==> src/rtl/vga_hvsync_generator.sv <==
// 640x480@60 VGA raster timing: free-running pixel/line counters with
// active-low sync pulses and a visible-area flag, all aligned to hpos/vpos.
module vga_hvsync_generator #(
  parameter int H_DISPLAY = 640,
  parameter int H_FRONT   = 16,
  parameter int H_SYNC    = 96,
  parameter int H_BACK    = 48,
  parameter int V_DISPLAY = 480,
  parameter int V_BOTTOM  = 10,
  parameter int V_SYNC    = 2,
  parameter int V_TOP     = 33
) (
  input  logic       clk,
  input  logic       reset,
  output logic       hsync,
  output logic       vsync,
  output logic       display_on,
  output logic [9:0] hpos,
  output logic [9:0] vpos
);

  localparam int H_TOTAL = H_DISPLAY + H_FRONT + H_SYNC + H_BACK;
  localparam int V_TOTAL = V_DISPLAY + V_BOTTOM + V_SYNC + V_TOP;

  localparam logic [9:0] H_MAX        = 10'(H_TOTAL - 1);
  localparam logic [9:0] V_MAX        = 10'(V_TOTAL - 1);
  localparam logic [9:0] H_VIS        = 10'(H_DISPLAY);
  localparam logic [9:0] V_VIS        = 10'(V_DISPLAY);
  localparam logic [9:0] H_SYNC_START = 10'(H_DISPLAY + H_FRONT);
  localparam logic [9:0] H_SYNC_END   = 10'(H_DISPLAY + H_FRONT + H_SYNC - 1);
  localparam logic [9:0] V_SYNC_START = 10'(V_DISPLAY + V_BOTTOM);
  localparam logic [9:0] V_SYNC_END   = 10'(V_DISPLAY + V_BOTTOM + V_SYNC - 1);

  logic [9:0] h_next;
  logic [9:0] v_next;

  always_comb begin
    h_next = hpos + 10'd1;
    v_next = vpos;
    if (reset) begin
      h_next = '0;
      v_next = '0;
    end else if (hpos == H_MAX) begin
      h_next = '0;
      v_next = (vpos == V_MAX) ? 10'd0 : vpos + 10'd1;
    end
  end

  // Decodes are registered from the next counter values so every output is
  // glitch-free yet describes the same (hpos, vpos) as the counter registers.
  always_ff @(posedge clk) begin
    hpos       <= h_next;
    vpos       <= v_next;
    hsync      <= !((h_next >= H_SYNC_START) && (h_next <= H_SYNC_END));
    vsync      <= !((v_next >= V_SYNC_START) && (v_next <= V_SYNC_END));
    display_on <= (h_next < H_VIS) && (v_next < V_VIS);
  end

endmodule

==> config.mk <==
export PLATFORM = sky130hd
export DESIGN_NAME = vga_hvsync_generator
export DESIGN_NICKNAME = d
export VERILOG_FILES = /design/src/rtl/vga_hvsync_generator.sv
export SDC_FILE = /design/constraint.sdc
export NUM_CORES = 1
export LEC_CHECK = 0
export BUFFER_PORTS_ARGS = -buffer_cell sky130_fd_sc_hd__buf_4
export CAP_MARGIN = 20
export CORE_ASPECT_RATIO = 1.75
export CORE_MARGIN = 2
export CORE_UTILIZATION = 30
export CTS_CLUSTER_DIAMETER = 60
export DETAILED_ROUTE_END_ITERATION = 6
export GPL_TIMING_DRIVEN = 1
export PLACE_DENSITY_LB_ADDON = 0.08
export SLEW_MARGIN = 20
export SYNTH_ARGS = -nofsm -noshare
export SYNTH_HDL_FRONTEND = slang
export SYNTH_SLANG_ARGS = --single-unit
==> constraint.sdc <==
create_clock -name clk -period 2.8 [get_ports clk]
set_input_delay 0.28 -clock clk [delete_from_list [all_inputs] [get_ports clk]]
set_output_delay 0.28 -clock clk [all_outputs]
set_load 0.03 [all_outputs]
Word-level counts from Yosys, hierarchy flattened

Index checks and enable logic that the tools add are counted.

Logic and storage cells: 25
Flip-flop bits (word level): 23
Input bits: 2

Eq/ne operators: 2
Reduce and logical (&&, ||, !) cells: 5
Mux-type cells: 5
Add/subtract/negate cells: 2
Order comparisons: 6

Operator list:

| cell                  | number |
|---|---|
| $mux 10               | 5 |
| $add 10x1->10 const B | 2 |
| $eq 10x10->1 const B  | 2 |
| $ge 10x10->1 const B  | 1 |
| $ge 10x9->1 const B   | 1 |
| $le 10x10->1 const B  | 1 |
| $le 10x9->1 const B   | 1 |
| $lt 10x10->1 const B  | 1 |
| $lt 10x9->1 const B   | 1 |
| $logic_and 1x1->1     | 3 |
| $logic_not 1->1       | 2 |

Logic depth before layout (Yosys ltp)

Depth in word-level cells: 7
Depth in mapped cells: 7
Depth with buffers taken out: 7

Worst setup path before layout

Ideal clock, no wire load.

Path type: register -> register
From: register hpos[0]
To: register vsync
Clock period less this slack: 2498 ps
Slack: 302 ps
Stages on the path, launching flop included: 7
Setup time: 135 ps
Path buffers: 0
Arrival time: 2362 ps
Path through: dfxtp_1 > ha_1 > nand4_1 > or4_4 > or3_4 > a2111oi_2 > nand4_1

Word-level cells in the longest chain between the ends: 6

RTL lines:

| item                                              | RTL line | RTL |
|---|---|---|
| start, declared                                   | 18       | `output logic [9:0] hpos,` |
| start signal, assigned                            | 52       | `hpos <= h_next;` |
| $eq 10x10->1 *                                    | 43       | `end else if (hpos == H_MAX) begin` |
| $mux 10 *                                         | 43       |  |
| $mux 10 *                                         | 40       | `if (reset) begin` |
| $ge 10x9->1 / $le 10x9->1 (equally long branches) | 55       | `vsync <= !((v_next >= V_SYNC_START) && (v_next <= V_SYNC_END));` |
| $logic_and 1x1->1 *                               | 55       |  |
| $logic_not 1->1 *                                 | 55       |  |
| end signal, assigned                              | 55       |  |
| end, declared                                     | 16       | `output logic vsync,` |

Every way passes the cells marked *; elsewhere a longest branch is shown, timed or not.

Worst setup path after layout

Ends and elaborated chain as after synthesis.

==> insert_results.sql <==
INSERT INTO impl_metrics (metric_group, metric, value, unit) VALUES
('status', 'run_status', 'finished clean', ''),
('routing', 'drc_viols', '0', ''),
('clocking', 'cts.reportedPaths.clkPinSlew', '0.08', 'ns'),
('yosys', 'synthesis.nets', '137', ''),
('timing', 'setup-violations-final', '0', ''),
('critical_path', 'worst-endpoint-required', '2.93', 'ns'),
('grt', 'grt_antenna_before_repair', '0', ''),
('timing', 'worst_slew_margin_rel', '71.18', '%'),
('clocking', 'clock_tree.buffer_depth', '2', ''),
('critical_path', 'timing.critical_path.to_type', 'flip-flop', ''),
('critical_path', 'worstPathBufferInverterCount', '0', ''),
('yosys', 'synth.yosys.seq_area_share', '40.09', '%'),
('placement', 'buffer_ports.inserted', '24', ''),
('critical_path', 'timing.reg2reg.setup_slack', '0.35', 'ns'),
('yosys', 'synth.lib_cells_used.distinct', '38', ''),
('yosys', 'synth_cells', '132', ''),
('layout', 'final_cell_mix', 'sky130_fd_sc_hd__buf_4 (28), sky130_fd_sc_hd__dfxtp_1 (23), sky130_fd_sc_hd__nor2_1 (17)', ''),
('timing', 'layout_worst_path_cycle_share', '87.37', '%'),
('placement', 'placed_cell_area', '0.001398', 'mm²'),
('floorplan', 'core_region_area', '0.003665', 'mm²'),
('layout', 'antenna_cells_inserted', '0', ''),
('routing', 'detail_route.wl_per_cell', '14.70', 'µm'),
('clocking', 'tritoncts', 'built', ''),
('grt', 'vias_in_the_first_global_route', '1094', ''),
('yosys', 'post_synthesis_mean_instance_area', '8.702', 'µm²'),
('timing', 'final.setup.tns', '0', 'ns'),
('clocking', 'numCtsBuffers', '3', ''),
('timing', 'achievable-frequency', '0.4088', 'GHz'),
('clocking', 'post_cts.repair.setup_buffers', '0', ''),
('power', 'cellPowerDensity', '394.6', 'mW/mm²'),
('critical_path', 'category_of_the_most_critical_setup_path', 'flip-flop to flip-flop', ''),
('clocking', 'clock_insertion_delay_worst_skew', '0.26', 'ns'),
('critical_path', 'critical_path.cell_chain', 'ha_1 -> nand4_1 -> or4_4 -> or3_4 -> a2111oi_2 -> nand4_1', ''),
('routing', 'num_vias', '1103', ''),
('timing', 'slew_violations', '0', ''),
('power', 'power.static_leakage', '0.5348', 'nW'),
('floorplan', 'num_io_pins', '25', ''),
('layout', 'layout.cells.most_common', 'sky130_fd_sc_hd__buf_4', ''),
('placement', 'routabilityCongestion', '0.7380', ''),
('yosys', 'synth_edf_count', '0', ''),
('yosys', 'xor_and_xnor_fraction_of_the_mapped_netlist_area', '9.150', '%'),
('flow_run', 'max_cap_violations', '0', ''),
('yosys', 'synth_top_family_by_area', 'simple AND/OR/NAND/NOR gates', ''),
('critical_path', 'rr_startpoint', 'hpos[0]', ''),
('power', 'peakVddDrop', '0.1808', 'mV'),
('layout', 'syn2layout_area_growth', '25.71', '%'),
('timing', 'clock-skew-final', '0.005253', 'ns'),
('routing', 'drt_iter0_markers', '16', ''),
('placement', 'detailed_place_hpwl', '2406', 'µm'),
('routing', 'antenna_violating_nets_post_route', '0', ''),
('critical_path', 'crit_path_max_fanout', '6', ''),
('critical_path', 'critical_path.most_common_cell', 'sky130_fd_sc_hd__nand4_1', ''),
('critical_path', 'cpLargestDelayFamily', 'simple AND/OR/NAND/NOR gates', ''),
('hold_path', 'min_delay_path_depth', '2', ''),
('floorplan', 'fp.dieArea', '0.004359', 'mm²'),
('hold_path', 'min-delay-path-class', 'input port to flip-flop', ''),
('timing', 'fin_crit', '2.446', 'ns'),
('hold_path', 'worst_hold_startpoint', 'reset', ''),
('yosys', 'synth_simple_gate_area_share', '28.87', '%'),
('hold_path', 'min_to', 'hpos[2]', ''),
('grt', 'grt_usage', '15.02', '%'),
('routing', 'vias_per_cell', '5.329', ''),
('clocking', 'htreeDepth', '1', ''),
('timing', 'tightest_slew', '0.4290', 'ns'),
('yosys', 'yosys.area_share.adder', '3.268', '%'),
('yosys', 'yosys_register_bits', '23', ''),
('timing', 'grt_setup_unrepaired', 'no', ''),
('yosys', 'yosysWarnings', '0', ''),
('floorplan', 'placement_rows', '29', ''),
('clocking', 'clock_sink_count', '23', ''),
('yosys', 'multiplexer_share_of_the_synthesized_area', '0.8715', '%');
==> synth_stat cells, types with 3 or more instances <==
master                    count  area share, %
sky130_fd_sc_hd__xnor2_1      7            5.3
sky130_fd_sc_hd__nand2_1      6            2.0
sky130_fd_sc_hd__o21ai_0      4            1.7
sky130_fd_sc_hd__nand4_1     10            5.4
sky130_fd_sc_hd__nor2_1      17            5.6
sky130_fd_sc_hd__inv_1        6            2.0
sky130_fd_sc_hd__dfxtp_1     23             40
sky130_fd_sc_hd__nor3_1       3            1.3
sky130_fd_sc_hd__xor2_1       5            3.8
sky130_fd_sc_hd__ha_1         3            3.3
sky130_fd_sc_hd__or3_1        3            1.6
sky130_fd_sc_hd__nor4_1       3            1.6
sky130_fd_sc_hd__a21oi_1      5            2.2
sky130_fd_sc_hd__nand3_1      6            2.6
==> worst max path at each step <==
| stage | start | to | slack, ns | cells past startpoint |
|---|---|---|---|---|
| after global placement | hpos[0] | vsync | 0.42 | 6 |
| after floorplan | hpos[0] | vsync | 0.30 | 6 |
| after global routing | hpos[0] | vsync | 0.19 | 6 |
| after detailed placement | hpos[0] | vsync | 0.34 | 6 |
| after CTS | hpos[0] | vsync | 0.33 | 6 |
| final | hpos[0] | vsync | 0.35 | 6 |
==> kinds of logic after synthesis <==
family | count (synthesis)
XOR/XNOR | 12
buffers and inverters | 9
AND/OR/NAND/NOR | 60
multiplexers | 1
AO/OA/AOI/OAI | 24
adder cells (fa/ha/maj) | 3
flip-flops | 23
==> power breakdown <==
part	switching [mW]	internal [mW]	total (mW)	leakage (nW)
clock network	0.107	0.0992	0.206	0.0255
registers	0.00392	0.330	0.334	0.186
logic	0.0184	0.0110	0.0294	0.323
==> through the flow <==
step	setup WS, ns	std cells	total power, mW	hold slack, ns
global route	0.1880	207	0.6010	0.2627
floorplan	0.3023	132	0.3571	0.3524
detailed placement	0.3380	203	0.3721	0.4783
finish	0.3536	207	0.5698	0.2523
global placement	0.4175	203	0.3720	0.4459
CTS	0.3294	207	0.5844	0.2509
==> worst reg2reg max path: stages, from the launching register on <==
cell                        delay [ns]
sky130_fd_sc_hd__dfxtp_1          0.38
sky130_fd_sc_hd__ha_1             0.24
sky130_fd_sc_hd__nand4_1          0.22
sky130_fd_sc_hd__or4_4            0.63
sky130_fd_sc_hd__or3_4            0.35
sky130_fd_sc_hd__a2111oi_2        0.36
sky130_fd_sc_hd__nand4_1          0.13
==> sequential cells by signal (all words and copies together), names as in the netlist <==
name / count
hpos: 10
vsync: 1
hsync: 1
vpos: 10
display_on: 1
==> area by class of cell <==
type	instances	area, µm²	share of cell area, %
clock buffers	3	41.29	2.860
inverters	6	22.52	1.560
clock inverters	1	5.005	0.3466
repair buffers	28	210.2	14.56
multi-input cells	100	646.9	44.80
flip-flops and latches	23	460.4	31.89
well taps	46	57.56	3.986
==> routing by layer <==
metal	up-vias	share of wire (%)	routed length (µm)	global-route usage (%)
li1	543	-	-	-
met3	2	2.4	74	1.568
met4	0	0.56	17	4.423
met1	541	39	1175	16.27
met2	17	58	1775	29.43
met5	-	0	0	0
Note: power is estimated with default switching activity, not from simulation.
